File: src/rtl/alu_regfile_core.sv
// alu_regfile_core: 8 x 16 register file (two combinational read ports, one
// synchronous write port addressed by port A) feeding a combinational ALU.
module alu_regfile_core #(
  parameter int DATA_WIDTH = 16,
  parameter int ADDR_WIDTH = 3
) (
  input  logic                  clk,
  input  logic                  rst_n,
  input  logic [3:0]            opcode,
  input  logic [ADDR_WIDTH-1:0] address_a,
  input  logic [ADDR_WIDTH-1:0] address_b,
  input  logic                  write_enable,
  input  logic [DATA_WIDTH-1:0] write_data,
  output logic [DATA_WIDTH-1:0] data_a,
  output logic [DATA_WIDTH-1:0] data_b,
  output logic [DATA_WIDTH-1:0] alu_result,
  output logic                  zero
);

  localparam int NUM_REGS = 2 ** ADDR_WIDTH;
  localparam int SHAMT_W  = $clog2(DATA_WIDTH);

  localparam logic [3:0] OP_PASSB = 4'b0001;
  localparam logic [3:0] OP_ADD   = 4'b0010;
  localparam logic [3:0] OP_SUB   = 4'b0011;
  localparam logic [3:0] OP_AND   = 4'b0100;
  localparam logic [3:0] OP_OR    = 4'b0101;
  localparam logic [3:0] OP_XOR   = 4'b0110;
  localparam logic [3:0] OP_NOT   = 4'b0111;
  localparam logic [3:0] OP_SHL   = 4'b1000;
  localparam logic [3:0] OP_SHR   = 4'b1001;
  localparam logic [3:0] OP_SLT   = 4'b1010;
  localparam logic [3:0] OP_PASSA = 4'b1111;

  logic [DATA_WIDTH-1:0] regs_q [NUM_REGS];
  logic [DATA_WIDTH-1:0] regs_d [NUM_REGS];

  // One storage word per register; the write port shares address_a with read port A.
  for (genvar gi = 0; gi < NUM_REGS; gi++) begin : g_reg
    // Next value: take write_data when this entry is the write target, else hold.
    assign regs_d[gi] = (write_enable && (address_a == ADDR_WIDTH'(gi))) ? write_data : regs_q[gi];

    // Register update; reset clears the entry and wins over a same-cycle write.
    always_ff @(posedge clk) begin
      if (!rst_n) begin
        regs_q[gi] <= '0;
      end else begin
        regs_q[gi] <= regs_d[gi];
      end
    end
  end

  // Reads come straight from storage, so a write only becomes visible after its edge.
  assign data_a = regs_q[address_a];
  assign data_b = regs_q[address_b];

  logic slt;
  assign slt = ($signed(data_a) < $signed(data_b));

  // ALU: shifts use only the low bits of B; unassigned opcodes produce zero.
  always_comb begin
    alu_result = '0;
    case (opcode)
      OP_PASSB: alu_result = data_b;
      OP_ADD:   alu_result = data_a + data_b;
      OP_SUB:   alu_result = data_a - data_b;
      OP_AND:   alu_result = data_a & data_b;
      OP_OR:    alu_result = data_a | data_b;
      OP_XOR:   alu_result = data_a ^ data_b;
      OP_NOT:   alu_result = ~data_a;
      OP_SHL:   alu_result = data_a << data_b[SHAMT_W-1:0];
      OP_SHR:   alu_result = data_a >> data_b[SHAMT_W-1:0];
      OP_SLT:   alu_result = {{(DATA_WIDTH-1){1'b0}}, slt};
      OP_PASSA: alu_result = data_a;
      default:  alu_result = '0;
    endcase
  end

  assign zero = (alu_result == '0);

endmodule

File: config.mk
export PLATFORM = sky130hd
export DESIGN_NAME = alu_regfile_core
export DESIGN_NICKNAME = d
export VERILOG_FILES = /design/src/rtl/alu_regfile_core.sv
export SDC_FILE = /design/constraint.sdc
export NUM_CORES = 1
export LEC_CHECK = 0
export ABC_AREA = 1
export BUFFER_PORTS_ARGS = -buffer_cell sky130_fd_sc_hd__buf_4
export CAP_MARGIN = 0
export CELL_PAD_IN_SITES_DETAIL_PLACEMENT = 0
export CELL_PAD_IN_SITES_GLOBAL_PLACEMENT = 1
export CORE_ASPECT_RATIO = 0.6
export CORE_MARGIN = 2
export CORE_UTILIZATION = 44
export DETAILED_ROUTE_END_ITERATION = 16
export PLACE_DENSITY = 0.91
export SETUP_SLACK_MARGIN = 0.4
export SKIP_CTS_REPAIR_TIMING = 1
export SYNTH_ARGS = -nofsm -noshare
export SYNTH_HDL_FRONTEND = slang
export SYNTH_SLANG_ARGS = --single-unit
File: constraint.sdc
create_clock -name clk -period 9.2 [get_ports clk]
set_input_delay 1.38 -clock clk [delete_from_list [all_inputs] [get_ports clk]]
set_output_delay 1.38 -clock clk [all_outputs]
set_load 0.01 [all_outputs]
Word-level counts from Yosys, hierarchy flattened
Memory sizes are Yosys's and may differ from the RTL's.
Cells that the tools add are included.

storage, ports and cells
  register bits after elaboration = 0
  RAM bits = 128
  input bits = 29
  output and inout bits = 49
  word-level logic and storage cells = 81
  memories = 1

operators by class
  $add $sub $neg = 2
  magnitude comparators = 1
  equal/unequal tests = 26
  shift-type cells = 2
  muxes and demuxes = 19
  bitwise logic cells = 12
  reduce and logical (&&, ||, !) cells = 18

memory list
  memory  words  bits a word  read ports  clocked after Yosys merged registers in  wr ports  line  RTL
  regs_q  8      16           2           0                                        8         35    logic [DATA_WIDTH-1:0] regs_q [NUM_REGS];

operator list
  cell                                                              number
  16-bit 2-to-1 mux                                                 16
  16-bit case mux with 11 select lines                              1
  16-bit adder                                                      1
  16-bit bitwise AND                                                1
  4-bit by 3-bit == test with 1-bit output (second input constant)  4
  4-bit == test (second input constant)                             4
  16-bit logical NOT                                                1
  16-bit less-than comparator                                       1
  16-bit inverter                                                   1
  16-bit bitwise OR                                                 1
  2-bit AND reduction                                               8
  16-bit by 4-bit << shifter with 16-bit output                     1
  16-bit by 4-bit >> shifter with 16-bit output                     1
  16-bit subtractor                                                 1
  16-bit XOR                                                        1
  3-bit == test (second input constant)                             4
  4-bit by 2-bit == test with 1-bit output (second input constant)  2
  1-bit logical AND                                                 8
  1-bit != test (second input constant)                             8
  1-bit bitwise OR                                                  8
  3-bit by 2-bit == test with 1-bit output (second input constant)  2
  4-bit by 1-bit == test with 1-bit output (second input constant)  1
  3-bit by 1-bit == test with 1-bit output (second input constant)  1
  3-bit logical NOT                                                 1
  1-bit 2-to-1 mux                                                  2

Depth between registers and ports, before layout
Gate-level depths: netlist of run 1.

  word-level depth = 5
  depth in mapped cells = 31
  gate-level depth less buffers = 29

Least setup slack after synthesis of run 1
Ideal clock, no wire load.

  path kind = input to output
  start point = input port address_a[0]
  end point = output port zero
  arrival time = 4.140 ns
  data required time = 7.820 ns
  path slack = 3.680 ns
  cell stages on the path = 25
  path buffers = 4
  path through = buf_6 -> buf_6 -> buf_6 -> o21ai_1 -> nand2_1 -> nand2_1 -> nand2_1 -> nand2_1 -> inv_1 -> ha_1 -> clkbuf_1 -> inv_1 -> nand2_1 -> inv_1 -> a21oi_1 -> nand3_1 -> a21boi_1 -> nand2_1 -> nand2_1 -> nor2_1 -> nor2_1 -> nand3_1 -> nor2_1 -> nand2_1 -> nor2_1

on the way
  longest elaborated chain between the ends = 4
  elaborated cells between the ends (all ways) = 12
  classes of those cells = add/sub (2); order compare (1); shift (2); mux (1); bitwise (4); reduce/logical (1); memory (1)

ends and longest elaborated chain
  element                                          line  RTL
  start: declaration                               10    input logic [ADDR_WIDTH-1:0] address_a,
  memory 8 x 16 bit (*)                            n/a
  net data_a[10]                                   14    output logic [DATA_WIDTH-1:0] data_a,
  16-bit subtractor, or another cell as far along  66    OP_SUB: alu_result = data_a - data_b;
  16-bit case mux with 11 select lines (*)         63    case (opcode)
  16-bit logical NOT (*)                           79    assign zero = (alu_result == '0);
  end: declaration                                 17    output logic zero

Mark *: on every way through the listed nets, which the timed path passes. The rest lies on a longest branch.

Worst setup path in the final report of run 1
  start point = input port address_a[0]
  end point = output port zero

on the way
  longest elaborated chain between the ends = 4
  elaborated cells between the ends (all ways) = 12
  classes of those cells = add/sub (2); order compare (1); shift (2); mux (1); bitwise (4); reduce/logical (1); memory (1)

ends and longest elaborated chain
  element                                          line
  memory 8 x 16 bit (*)                            n/a
  16-bit subtractor, or another cell as far along  66
  16-bit case mux with 11 select lines (*)         63
  16-bit logical NOT (*)                           79

Mark *: on every way between the ends. The rest lies on a longest branch, timed or not.

==> results of run 1 <==
[cells in the final DEF (no fill, tap or decap), types with 2 or more instances in the layout]
cell       instances
clkbuf_16         17
a21oi_1           58
edfxtp_1         128
o211ai_1          21
bufinv_16          2
nand4_1           11
o22ai_1            9
o21ai_2            5
nor3_2             2
nor4_1             3
ha_1              49
o221ai_1           5
a31oi_1            5
clkinv_2           3
nor2_1           285
a221oi_1           2
nand2_2           11
fa_1               2
buf_4             86
nand2_1          586
inv_1            158
nand3b_1           2
nand3_1          156
nor2_2             3
o21ai_4            2
o21ai_0           99
o21ai_1           25
nor3_1             8
or2_2              4
inv_2             10
o21bai_1           3
clkinv_1          10
[cells in the mapped netlist (all sizes together), types with 3 or more instances]
cell	count	area share
nand2	597	0.20
nor2	288	0.096
inv	169	0.056
nand3	157	0.070
o21ai	131	0.060
edfxtp	128	0.34
a21oi	58	0.026
buf	55	0.030
ha	49	0.054
clkbuf	28	0.0093
o211ai	21	0.014
nand4	11	0.0061
nor3	10	0.0053
o22ai	9	0.0050
a31oi	5	0.0028
o221ai	5	0.0039
or2	5	0.0028
clkinv	3	0.0010
nor4	3	0.0017
o21bai	3	0.0020
[power by group]
part | internal (mW) | leakage (nW) | switching (mW)
logic | 0.207 | 4.53 | 0.512
clock network | 0.386 | 0.262 | 0.236
registers | 0.683 | 1.24 | 0.0195
total | 1.28 | 6.03 | 0.767
[logic make-up (layout without fill, tap and decap cells)]
logic type | count (synthesis) | after routing
xor+xnor | 1 | 1
fa+ha+maj | 51 | 51
compound gates | 239 | 239
simple gates | 1075 | 1075
buf+inv | 255 | 288
flops | 128 | 128
[per-layer routing]
layer / share of wire / global-route usage / vias up / wire [um]
li1: - / - / 5721 / -
met1: 0.44 / 0.485 / 5627 / 19400
met2: 0.39 / 0.436 / 851 / 16900
met3: 0.16 / 0.119 / 62 / 6840
met4: 0.015 / 0.0708 / 0 / 657
met5: 0 / 0 / - / 0
[critical path: cells and delay by family]
kind                       cells  cell delay, ns
adders and majority gates      1            0.35
AOI/OAI and AO/OA              3            0.86
buffers and inverters          4            1.45
and+or+nand+nor               16            2.04
[per-stage QoR]
stage / total power [mW] / cell area [um2]
floorplan: 1.17 / 11300
global placement: 1.40 / 11900
detailed placement: 1.40 / 11900
CTS: 2.01 / 12500
global route: 2.14 / 12500
finish: 2.04 / 12500
[how the worst min path moves through the flow]
stage | cells past startpoint | start | slack [ns] | endpoint
floorplan | 2 | write_data[0] | 1.67 | regs_q[0][0]$_SDFFCE_PN0P_
global placement | 3 | write_data[0] | 1.79 | regs_q[3][0]$_SDFFCE_PN0P_
detailed placement | 3 | write_data[5] | 1.79 | regs_q[6][5]$_SDFFCE_PN0P_
CTS | 3 | write_data[5] | 1.35 | regs_q[0][5]$_SDFFCE_PN0P_
global route | 3 | write_data[0] | 1.38 | regs_q[7][0]$_SDFFCE_PN0P_
finish | 3 | write_data[5] | 1.37 | regs_q[0][5]$_SDFFCE_PN0P_
[cell type report]
class	instances	area [um2]	share of cell area
clock inverters	12	101	0.00814
inverters	172	648	0.0520
repair buffers	86	646	0.0518
multi-input cells	1366	6370	0.512
flip-flops and latches	128	3840	0.309
well taps	329	412	0.0331
clock buffers	18	429	0.0345
==> impl_metrics.csv, run 1 <==
group,metric,value,unit
outcome,status,"finished, final reports clean",
synth,postSynthNetCount,1829,
clocking,cts-root-buf,"clkbuf_16",
clocking,tritoncts,"built",
grt,antenna_found_initial,0,
grt,grt_max_degree,80,
final_layout,regMostFlops,"regs_q",
final_layout,drive_gt1_frac,0.0825,
setup_path,crit_chain,"buf_4 -> inv_4 -> nand2_1 -> nand2_1 -> nand2_1 -> nand2_1 -> nand2_1 -> nand2_1 -> inv_1 -> ha_1 -> nor2_1 -> nand2_1 -> o21ai_1 -> nand2_1 -> nand2_1 -> a21oi_1 -> o21ai_0 -> nand2_1 -> nor3_2 -> nand2_1 -> nor2_1 -> nand2_1 -> nor2_1 -> buf_4",
sta,hold_viol_final,0,
sta,holdWs,1.37,ns
sta,worstMarginPinSlew,1.18,ns
final_layout,fin_cells,2111,
hold_path,min_path_type,"in -> reg",
synth,synthMuxAreaShare,0,
setup_path,critical_path_arrival,6.16,ns
final_layout,nFillCells,2567,
synth,synthesis.instances,1749,
final_layout,area_growth,10.3,%
pwr,power.leakage,6.03,nW
routing,vias_per_cell,5.81,
synth,synthFlopType,"edfxtp_1",
synth,synth_cell_type_count,44,
floorplan,fp.dieArea,0.0270,mm2
synth,synth-seq-area-share,0.341,
sta,period_minus_slack,7.54,ns
grt,first_global_vias,10700,
place,port_buffers,77,
floorplan,rows,45,
synth,synth_fa_ha_area_frac,0.0579,
synth,yosys_warnings,0,
grt,grt_usage,0.323,
routing,drtIter0Drc,1708,
final_layout,top_regs,"regs_q: 128 flops",
routing,wl_per_cell,20.7,um
clocking,clk_pin_slew_worst_paths,0.05,ns
setup_path,path_class,"in -> out",
sta,max_freq,133,MHz
synth,yosys_register_bits,128,
place,placedCellCount,2081,
synth,synth_compound_area_frac,0.119,
floorplan,dieHeight,128,um
floorplan,core_area,0.0252,mm2
pwr,ir_drop,0.000112,V
synth,synth.avg_cell_area,6.45,um2
final_layout,antennaDiodeCount,0,
place,gp_congestion,1.06,
place,place_ws,1.97,ns
sta,setup-tns-final,0,ns
setup_path,cp_max_fo,79,
clocking,clock_path_buffers,2,
routing,drc,0,
flow_run,cap_violations,0,
synth,async_flop_share,0,
final_layout,layout.nets,1851,
sta,relSlewSlack,0.211,
grt,grt_pass1_wl,64.6,mm
setup_path,slowest_stage,"o21ai_1",
place,hpwl,30.6,mm
setup_path,max_stage_delay,0.66,ns
clocking,cts-buffers-inserted,17,
sta,slew_violations,0,
setup_path,cpMostUsedCell,"nand2_1",
setup_path,crit_end,"zero",
final_layout,largest_reg_flops,128,
routing,finalWirelength,43.7,mm
pwr,p_per_area,164,mW/mm2
synth,yosys.area_share.xor_xnor,0.000776,
routing,ant_nets,0,
sta,grt_setup_unrepaired,"false",
final_layout,post-route-util,0.494,
sta,setup_ws,1.66,ns
setup_path,startpoint_type,"input port",
setup_path,critPathCaptureType,"output port",
clocking,htree_num_levels,4,
synth,synth_edf_count,128,
grt,grt-ovfl-total,0,
sta,fin_crit_sh,0.819,
floorplan,io_pins,78,
floorplan,die_w,211,um
floorplan,start_util,0.448,
synth,netlist_area,0.0113,mm2
routing,num_vias,12300,
setup_path,critical_path.startpoint,"address_a[0]",
sta,finalSetupViolations,0,
clocking,clock-sinks,128,
setup_path,worstPathRequired,7.82,ns
routing,drtPass1Iterations,6,
synth,synth-simple-area-share,0.386,
synth,synth_top_family_by_area,"simple AND/OR/NAND/NOR gates",
(Power assumes the default switching activity.)
==> run 2: changes to the inputs <==
==> constraint.sdc (replaced) <==
create_clock -name clk -period 7.5 [get_ports clk]
set_input_delay 1.125 -clock clk [delete_from_list [all_inputs] [get_ports clk]]
set_output_delay 1.125 -clock clk [all_outputs]
set_load 0.01 [all_outputs]
==> impl_metrics.csv, run 2 (synthesis gave the netlist of run 1 again) <==
group,metric,value,unit
outcome,status,"finished, final reports clean",
pwr,switching_share,0.379,
sta,grt_setup_unrepaired,"false",
pwr,ir_drop,0.000212,V
sta,slew_violations,0,
floorplan,fp.dieArea,0.0270,mm2
setup_path,critical_path_arrival,5.49,ns
final_layout,drive_gt1_frac,0.0872,
routing,wl_per_cell,21.1,um
setup_path,path_class,"in -> out",
clocking,htree_num_levels,4,
routing,vias_per_cell,5.80,
final_layout,largest_reg_flops,128,
pwr,pwr-share-comb,0.351,
grt,first_global_vias,10800,
hold_path,hp-start,"write_data[5]",
final_layout,regMostFlops,"regs_q",
sta,max_freq,151,MHz
grt,grt_usage,0.333,
sta,finalSetupViolations,0,
hold_path,whs_path_depth,3,
sta,setup-tns-final,0,ns
grt,antenna_found_initial,0,
floorplan,start_util,0.448,
routing,num_vias,12300,
final_layout,regArea,0.00384,mm2
setup_path,startpoint_type,"input port",
floorplan,dieHeight,128,um
floorplan,die_w,211,um
final_layout,nFillCells,2606,
setup_path,cp_max_fo,38,
final_layout,antennaDiodeCount,0,
sta,worstMarginPinSlew,1.31,ns
clocking,cts-buffers-inserted,17,
sta,period_minus_slack,6.61,ns
routing,drtPass1Iterations,6,
pwr,p_per_area,202,mW/mm2
grt,grt-ovfl-total,0,
final_layout,area_growth,10.9,%
final_layout,layout_common_cells,"nand2_1, nor2_1, inv_1",
grt,grt_max_degree,65,
floorplan,core_area,0.0252,mm2
sta,setup_ws,0.885,ns
final_layout,top_regs,"regs_q: 128 flops",
hold_path,whs_endpoint,"regs_q[5][5]$_SDFFCE_PN0P_",
floorplan,io_pins,78,
pwr,power.leakage,6.07,nW
routing,ant_nets,0,
clocking,clock-sinks,128,
place,port_buffers,77,
final_layout,layout.nets,1859,
clocking,clock_path_buffers,2,
sta,relSlewSlack,0.124,
grt,grt_pass1_wl,66.1,mm
routing,drc,0,
clocking,cts-root-buf,"clkbuf_16",
sta,fin_crit_sh,0.882,
setup_path,worstPathRequired,6.38,ns
place,hpwl,31.4,mm
final_layout,layout_commonest_cell,"nand2_1",
clocking,clk_pin_slew_worst_paths,0.05,ns
sta,hold_viol_final,0,
flow_run,cap_violations,0,
setup_path,critPathCaptureType,"output port",
final_layout,multi_input_area,0.00637,mm2
pwr,p_sw,960,uW
routing,finalWirelength,44.7,mm
clocking,tritoncts,"built",
floorplan,rows,45,
pwr,p_int,1.57,mW
pwr,clkPwrFrac,0.309,
pwr,seqPwrFrac,0.340,
routing,drtIter0Drc,2039,
place,place_ws,0.941,ns
hold_path,min_path_type,"in -> reg",
place,gp_congestion,0.979,
## run 2: cell type report
| class | count | share of cell area |
|---|---|---|
| Multi-Input combinational cell | 1366 | 0.509 |
| Clock buffer | 21 | 0.0352 |
| Tap cell | 329 | 0.0329 |
| Inverter | 172 | 0.0520 |
| Timing Repair Buffer | 94 | 0.0564 |
| Clock inverter | 9 | 0.00750 |
| Sequential cell | 128 | 0.307 |
## run 2: layer usage
| metal | GRT usage | vias up | wire, um |
|---|---|---|---|
| li1 | - | 5727 | - |
| met1 | 0.512 | 5595 | 20200 |
| met2 | 0.427 | 889 | 16600 |
| met3 | 0.117 | 83 | 6880 |
| met4 | 0.0940 | 0 | 1030 |
| met5 | 0 | - | 0 |
## run 2: critical path, cell delays in order
cell and delay, ns:
buf_4 0.40, inv_2 0.40, nor2_1 0.20, o21ai_1 0.09, nand2_1 0.09, nand2_1 0.05
nand2_1 0.37, inv_2 0.14, ha_1 0.41, nor2_1 0.23, nand2_1 0.08, o21ai_1 0.58
a21oi_1 0.16, or2_1 0.24, nand3_1 0.08, nand2_1 0.10, nor2_1 0.20, nand2_1 0.07
nor2_1 0.15, nand2_1 0.08, nor2_1 0.09, buf_4 0.12
## run 2: metrics by stage
step	utilization	power, mW	hold slack (ns)	instance area [um2]	std cells
floorplan	-	1.43	1.41	11300	1749
global placement	0.475	1.72	1.54	12000	2089
detailed placement	0.475	1.72	1.54	12000	2089
CTS	0.496	2.50	1.09	12500	2119
global route	0.496	2.65	1.12	12500	2119
finish	0.496	2.53	1.11	12500	2119
## run 2: power by group through the flow
stage                     Sequential (mW)  Combinational [mW]  Clock, mW
after global placement              0.873               0.852          0
after CTS                           0.860               0.855      0.785
after floorplan                     0.866               0.563          0
final                               0.861               0.888      0.784
after global routing                0.865               0.968      0.818
after detailed placement            0.874               0.851          0
## run 2: worst max-delay path by stage
| stage | end | cells after the start | start | slack [ns] |
|---|---|---|---|---|
| 2_1_floorplan | zero | 25 | address_a[0] | 2.49 |
| 3_3_place_gp | zero | 23 | address_b[0] | 0.89 |
| 3_5_place_dp | zero | 27 | address_b[0] | 0.94 |
| 4_1_cts | zero | 27 | address_b[0] | 0.92 |
| 5_1_grt | zero | 23 | address_a[0] | 0.52 |
| 6_report | zero | 22 | address_b[1] | 0.89 |
